`config.mk`:
```
export PLATFORM = sky130hd
export DESIGN_NAME = ddram_upload_reader
export DESIGN_NICKNAME = d
export VERILOG_FILES = /design/src/rtl/ddram_upload_reader.sv
export SDC_FILE = /design/constraint.sdc
export NUM_CORES = 1
export LEC_CHECK = 0
export ABC_AREA = 1
export BUFFER_PORTS_ARGS = -buffer_cell sky130_fd_sc_hd__buf_2
export CAP_MARGIN = 20
export CELL_PAD_IN_SITES_DETAIL_PLACEMENT = 1
export CELL_PAD_IN_SITES_GLOBAL_PLACEMENT = 1
export CORE_MARGIN = 3
export CORE_UTILIZATION = 45
export DETAILED_ROUTE_END_ITERATION = 7
export PLACE_DENSITY = 0.86
export SYNTH_ARGS = -nofsm -noshare
export SYNTH_HDL_FRONTEND = slang
export SYNTH_SLANG_ARGS = --single-unit
```
`constraint.sdc`:
```
create_clock -name clk_sys -period 8.3 [get_ports clk_sys]
set_clock_uncertainty 0.05 [all_clocks]
set_input_delay 0.83 -clock clk_sys [delete_from_list [all_inputs] [get_ports clk_sys]]
set_output_delay 0.83 -clock clk_sys [all_outputs]
set_load 0.05 [all_outputs]
```
`src/rtl/ddram_upload_reader.sv`:
```
// ddram_upload_reader
//   Serves HPS ioctl upload reads from DDRAM. Each ioctl_rd strobe is answered
//   with a byte-swapped 16-bit word on ioctl_din, fetched over a toggle
//   req/ack read port. ioctl_wait is held while a fetch is outstanding. A
//   one-word prefetch buffer keeps sequential uploads free of stalls.
// Ports
//   clk_sys, reset          : clock, synchronous active-high reset
//   ioctl_upload            : upload session active
//   ioctl_rd, ioctl_addr    : one-cycle read strobe and even byte address
//   ioctl_din, ioctl_wait   : returned word, stall request to HPS
//   mem_addr, mem_req       : DDRAM word address and toggle request
//   mem_ack, mem_data       : toggle acknowledge and read data
module ddram_upload_reader #(
    parameter logic [21:0] BASE       = 22'h200000,
    parameter int unsigned SIZE_BYTES = 65536,
    parameter bit          PREFETCH   = 1'b1
) (
    input  logic        clk_sys,
    input  logic        reset,
    input  logic        ioctl_upload,
    input  logic        ioctl_rd,
    input  logic [24:0] ioctl_addr,
    output logic [15:0] ioctl_din,
    output logic        ioctl_wait,
    output logic [21:0] mem_addr,
    output logic        mem_req,
    input  logic        mem_ack,
    input  logic [15:0] mem_data
);

    localparam logic [25:0] SIZE_L = 26'(SIZE_BYTES);

    typedef enum logic [2:0] {
        ST_IDLE, ST_FETCH, ST_WAIT_ACK, ST_PF_ISSUE, ST_PF_WAIT, ST_DRAIN
    } state_t;

    state_t      state_r;
    logic [15:0] din_r;
    logic        wait_r;
    logic [21:0] mem_addr_r;
    logic        mem_req_r;
    logic [24:0] cur_addr_r;    // byte address of the word being served
    logic [15:0] buf_r;         // prefetched word, already byte-swapped
    logic [24:0] buf_addr_r;    // byte address of the prefetch target
    logic        buf_valid_r;
    logic        pf_hit_r;      // HPS is waiting for the in-flight prefetch word
    logic        pf_redir_r;    // HPS is waiting for a different word after the in-flight access
    logic        upload_d_r;

    logic [24:0] rd_addr_s;
    logic        rd_oor_s;
    logic        rd_s;
    logic        ack_s;
    logic [25:0] pf_addr_s;
    logic        pf_oor_s;
    logic        upload_rise_s;
    logic        buf_hit_s;
    logic        unused_addr_lsb_s;

    function automatic logic [21:0] map_addr(input logic [24:0] byte_addr);
        return BASE + byte_addr[22:1];
    endfunction

    function automatic logic [15:0] swap_bytes(input logic [15:0] w);
        return {w[7:0], w[15:8]};
    endfunction

    assign unused_addr_lsb_s = ioctl_addr[0];

    // Request decode, handshake status and prefetch address
    always_comb begin
        rd_addr_s     = {ioctl_addr[24:1], 1'b0};
        rd_oor_s      = ({1'b0, rd_addr_s} >= SIZE_L);
        rd_s          = ioctl_rd & ioctl_upload & ~wait_r;
        ack_s         = (mem_ack == mem_req_r);
        pf_addr_s     = {1'b0, cur_addr_r} + 26'd2;
        pf_oor_s      = (pf_addr_s >= SIZE_L);
        upload_rise_s = ioctl_upload & ~upload_d_r;
        buf_hit_s     = buf_valid_r & (buf_addr_r == rd_addr_s);
    end

    // Main state machine; mem_req and mem_addr are kept across reset so an
    // in-flight toggle is never disturbed and is drained instead
    always_ff @(posedge clk_sys) begin
        if (reset) begin
            state_r     <= ack_s ? ST_IDLE : ST_DRAIN;
            din_r       <= 16'h0000;
            wait_r      <= 1'b0;
            cur_addr_r  <= 25'd0;
            buf_r       <= 16'h0000;
            buf_addr_r  <= 25'd0;
            buf_valid_r <= 1'b0;
            pf_hit_r    <= 1'b0;
            pf_redir_r  <= 1'b0;
            upload_d_r  <= ioctl_upload;
        end else begin
            upload_d_r <= ioctl_upload;
            if (!ioctl_upload || upload_rise_s) begin
                // outside a session, or at its start: abandon any pending read
                wait_r     <= 1'b0;
                pf_hit_r   <= 1'b0;
                pf_redir_r <= 1'b0;
                if (upload_rise_s) begin
                    buf_valid_r <= 1'b0;
                end
                if (state_r != ST_IDLE) begin
                    state_r <= ack_s ? ST_IDLE : ST_DRAIN;
                end
            end else begin
                case (state_r)
                    ST_IDLE: begin
                        if (rd_s) begin
                            if (rd_oor_s) begin
                                din_r <= 16'hFFFF;
                            end else if (buf_hit_s) begin
                                din_r <= buf_r;
                                if (PREFETCH) begin
                                    cur_addr_r <= rd_addr_s;
                                    state_r    <= ST_PF_ISSUE;
                                end
                            end else begin
                                wait_r     <= 1'b1;
                                cur_addr_r <= rd_addr_s;
                                state_r    <= ST_FETCH;
                            end
                        end
                    end
                    ST_FETCH: begin
                        if (ack_s) begin
                            mem_addr_r <= map_addr(cur_addr_r);
                            mem_req_r  <= ~mem_req_r;
                            state_r    <= ST_WAIT_ACK;
                        end
                    end
                    ST_WAIT_ACK: begin
                        if (ack_s) begin
                            din_r   <= swap_bytes(mem_data);
                            wait_r  <= 1'b0;
                            state_r <= PREFETCH ? ST_PF_ISSUE : ST_IDLE;
                        end
                    end
                    ST_PF_ISSUE: begin
                        buf_valid_r <= 1'b0;
                        if (rd_s && (pf_oor_s || rd_addr_s != pf_addr_s[24:0])) begin
                            // HPS jumped elsewhere before the prefetch went out
                            if (rd_oor_s) begin
                                din_r   <= 16'hFFFF;
                                state_r <= ST_IDLE;
                            end else begin
                                wait_r     <= 1'b1;
                                cur_addr_r <= rd_addr_s;
                                state_r    <= ST_FETCH;
                            end
                        end else if (pf_oor_s) begin
                            state_r <= ST_IDLE;
                        end else if (ack_s) begin
                            mem_addr_r <= map_addr(pf_addr_s[24:0]);
                            mem_req_r  <= ~mem_req_r;
                            buf_addr_r <= pf_addr_s[24:0];
                            if (rd_s) begin
                                // strobe for exactly the prefetch word
                                pf_hit_r <= 1'b1;
                                wait_r   <= 1'b1;
                            end
                            state_r <= ST_PF_WAIT;
                        end
                    end
                    ST_PF_WAIT: begin
                        if (ack_s) begin
                            if (pf_hit_r) begin
                                din_r      <= swap_bytes(mem_data);
                                wait_r     <= 1'b0;
                                pf_hit_r   <= 1'b0;
                                cur_addr_r <= buf_addr_r;
                                state_r    <= ST_PF_ISSUE;
                            end else if (pf_redir_r) begin
                                pf_redir_r <= 1'b0;
                                state_r    <= ST_FETCH;
                            end else if (rd_s && !rd_oor_s && rd_addr_s == buf_addr_r) begin
                                din_r      <= swap_bytes(mem_data);
                                cur_addr_r <= buf_addr_r;
                                state_r    <= ST_PF_ISSUE;
                            end else begin
                                buf_r       <= swap_bytes(mem_data);
                                buf_valid_r <= 1'b1;
                                if (rd_s && rd_oor_s) begin
                                    din_r   <= 16'hFFFF;
                                    state_r <= ST_IDLE;
                                end else if (rd_s) begin
                                    wait_r     <= 1'b1;
                                    cur_addr_r <= rd_addr_s;
                                    state_r    <= ST_FETCH;
                                end else begin
                                    state_r <= ST_IDLE;
                                end
                            end
                        end else if (rd_s) begin
                            if (rd_oor_s) begin
                                din_r <= 16'hFFFF;
                            end else if (rd_addr_s == buf_addr_r) begin
                                pf_hit_r <= 1'b1;
                                wait_r   <= 1'b1;
                            end else begin
                                // the toggle in flight cannot be cancelled
                                pf_redir_r <= 1'b1;
                                wait_r     <= 1'b1;
                                cur_addr_r <= rd_addr_s;
                            end
                        end
                    end
                    ST_DRAIN: begin
                        if (ack_s) begin
                            pf_redir_r <= 1'b0;
                            state_r    <= pf_redir_r ? ST_FETCH : ST_IDLE;
                        end else if (rd_s) begin
                            // queue the read behind the stale access
                            if (rd_oor_s) begin
                                din_r <= 16'hFFFF;
                            end else begin
                                pf_redir_r <= 1'b1;
                                wait_r     <= 1'b1;
                                cur_addr_r <= rd_addr_s;
                            end
                        end
                    end
                    default: begin
                        wait_r  <= 1'b0;
                        state_r <= ack_s ? ST_IDLE : ST_DRAIN;
                    end
                endcase
            end
        end
    end

    assign ioctl_din  = din_r;
    assign ioctl_wait = wait_r;
    assign mem_addr   = mem_addr_r;
    assign mem_req    = mem_req_r;

endmodule

```
==> impl_metrics.toml <==
[cts]
insertion_delay_ps = 430
cts_buffers = 17
holdBufCountCts = 0
clockRootBuffer = "clkbuf_16"
cts.clk_slew.worst_paths_ps = 60
clockBufferDepth = 2
cts_resized = 0
cts_sinks = 113
h-tree-depth = 4
post_cts_buffers = 0
cts_tree = "built"

[logic_synthesis]
syn_inst = 1340
synthMuxAreaShare_pct = 0
synth-compound-area-share_pct = 11.1
yosysSeqAreaShare_pct = 31.4
synth-xor-area-share_pct = 1.57
synth-edff-count = 26
syn_nets = 1387
ys_ff_latch = 113
ys.flop_type = "dfxtp_1"
yosysWarnings = 0
post_synth.cell_area_avg_um2 = 5.99
synth_adder_area_share_pct = 0.156
synth_top_family_by_area = "simple AND/OR/NAND/NOR gates"
async_reset_ff_share_pct = 0
synth.distinct_cells = 43
synth-simple-area-share_pct = 42.9
syn-cell-area_um2 = 8030

[placed_design]
place.gp.congestion = 0.911
pre_cts_ws_ps = 4090
io_buffers = 84
dpl.hpwl_um = 19000

[worst_setup_path]
setup.worst_path.class = "register to register"
crit_fanout = 33
crit_path_end_kind = "register"
required_ps = 8570
startpoint_type = "register"
worstPathArrival_ps = 4470

[floorplanning]
io_pins = 86
die-area_um2 = 19500
die_y_um = 140
initial_core_util_pct = 46.2
die_w_um = 140
coreArea_um2 = 17400
num_rows = 48

[timing]
hold_viol = 0
timing.fmax_mhz = 239
rsz0062_at_grt = "no"
slew_viol_final = 0
period_share_pct = 50.5
setup_violations = 0
setup_tns_ps = 0
finalWorstSetupSlack_ps = 4110
slew_headroom_pct = 29.8
worstMarginPinSlew_ps = 1050
period_needed_ps = 4190

[finish]
layout-drive-gt1-share_pct = 11.9
mostFrequentLayoutCell = "nand2_1"
post-route-util_pct = 52.5
diodes = 0
final_nets = 1437
syn_to_final_growth_pct = 13.4
final_cell_mix = "nand2_1, nor2_1, inv_1"

[global_route]
met2_usage_pct = 49.4
grt.total_usage_pct = 28.8
grt_max_degree = 50
busiest_layer = "met2"
grt.met1_usage_pct = 36.0
grt_use_met3_pct = 5.40
grt_pass1_vias = 8996
antenna_found_initial = 0
grt-ovfl-total = 0
grt_pass1_wl_um = 45400

[hold_path]
hold_path_class = "register to register"

[route]
drc = 0
drtIter0Drc = 622
drtAntennaViolNets = 0
viasPerCell = 5.45
dr.pass1.iters = 5
routed_wl_um = 28100
wire_per_inst_um = 17.3
vias = 8874

[power_and_ir_drop]
leakage_nw = 4.41
vdd_ir_drop_max_v = 0.000152
power_density_nw_per_um2 = 183
p_total_w = 0.00166

[run]
maxCapViolCount = 0

[outcome]
status = "finished clean"
[sequential cells by signal (all words and copies together), names as in the netlist]
signal and count:
mem_req 1, state_r 3, buf_valid_r 1, buf_addr_r 25, upload_d_r 1, ioctl_wait 1
mem_addr 22, ioctl_din 16, cur_addr_r 25, buf_r 16, pf_hit_r 1, pf_redir_r 1
[power by group]
group | switching, W | internal [W] | total (W)
combinational | 0.000226 | 0.0000912 | 0.000318
sequential | 0.0000166 | 0.000581 | 0.000598
clock | 0.000274 | 0.000473 | 0.000747
[Yosys cell counts (6+ instances only)]
master | instances | area [um^2]
nand2_2 | 8 | 50.1
nor2_2 | 6 | 37.5
nor2_4 | 6 | 67.6
edfxtp_1 | 26 | 781
nand3_1 | 72 | 360
clkinv_1 | 8 | 30.0
inv_2 | 13 | 48.8
inv_1 | 176 | 661
nand2_1 | 379 | 1420
nor2_1 | 213 | 800
dfxtp_1 | 87 | 1740
clkbuf_1 | 44 | 165
nor3_1 | 21 | 105
nand3b_1 | 18 | 135
a21oi_1 | 63 | 315
buf_6 | 7 | 78.8
xor2_1 | 9 | 78.8
nand4_1 | 51 | 319
buf_2 | 10 | 50.1
o21ai_0 | 85 | 425
[metrics by stage]
stage	instances	hold WS (ps)	instance area, um^2
floorplan	1340	399	8030
finish	1628	430	9100
CTS	1628	428	9100
detailed placement	1596	417	8520
global route	1628	461	9100
global placement	1595	406	8500
[worst max-delay path: stages, from the launching register on]
cell and delay, ps:
edfxtp_1 420, inv_1 120, nand2_1 140, nor2_4 700
buf_4 490, inv_1 370, nand2_1 140, a21oi_1 70
nor3_1 210, nand3_1 110, inv_2 470, nand3_4 450
nor2_1 270, nor2_2 60
[kinds of logic after synthesis]
family / count (synthesis)
xor gates and xnor gates: 12
adders and majority gates: 1
AOI/OAI and AO/OA: 169
buffers and inverters: 258
DFF: 113
and+or+nand+nor: 787
[routing by layer]
metal	up-vias	routed length (um)
li1	4345	-
met4	0	815
met5	-	0
met1	4222	12200
met2	253	13700
met3	54	1470
[layout make-up]
class / count / area, um^2
Clock buffer: 19 / 443
Clock inverter: 13 / 143
Fill cell: 2472 / 8250
Inverter: 197 / 739
Multi-Input combinational cell: 969 / 4490
Sequential cell: 113 / 2520
Tap cell: 225 / 282
Timing Repair Buffer: 92 / 488
[path summary, 6_finish.rpt]
path / startpoint / to / slack (ps) / depth (start not counted)
min: buf_r[1]$_SDFFE_PP0P_ / buf_r[1]$_SDFFE_PP0P_ / 430 / 2
min reg2reg: buf_r[1]$_SDFFE_PP0P_ / buf_r[1]$_SDFFE_PP0P_ / 430 / 2
max reg2reg: state_r[2]$_DFFE_PP_ / cur_addr_r[0]$_SDFFE_PP0P_ / 4110 / 13
max: state_r[2]$_DFFE_PP_ / cur_addr_r[0]$_SDFFE_PP0P_ / 4110 / 13
No activity file was read; power rests on OpenSTA's default activity.
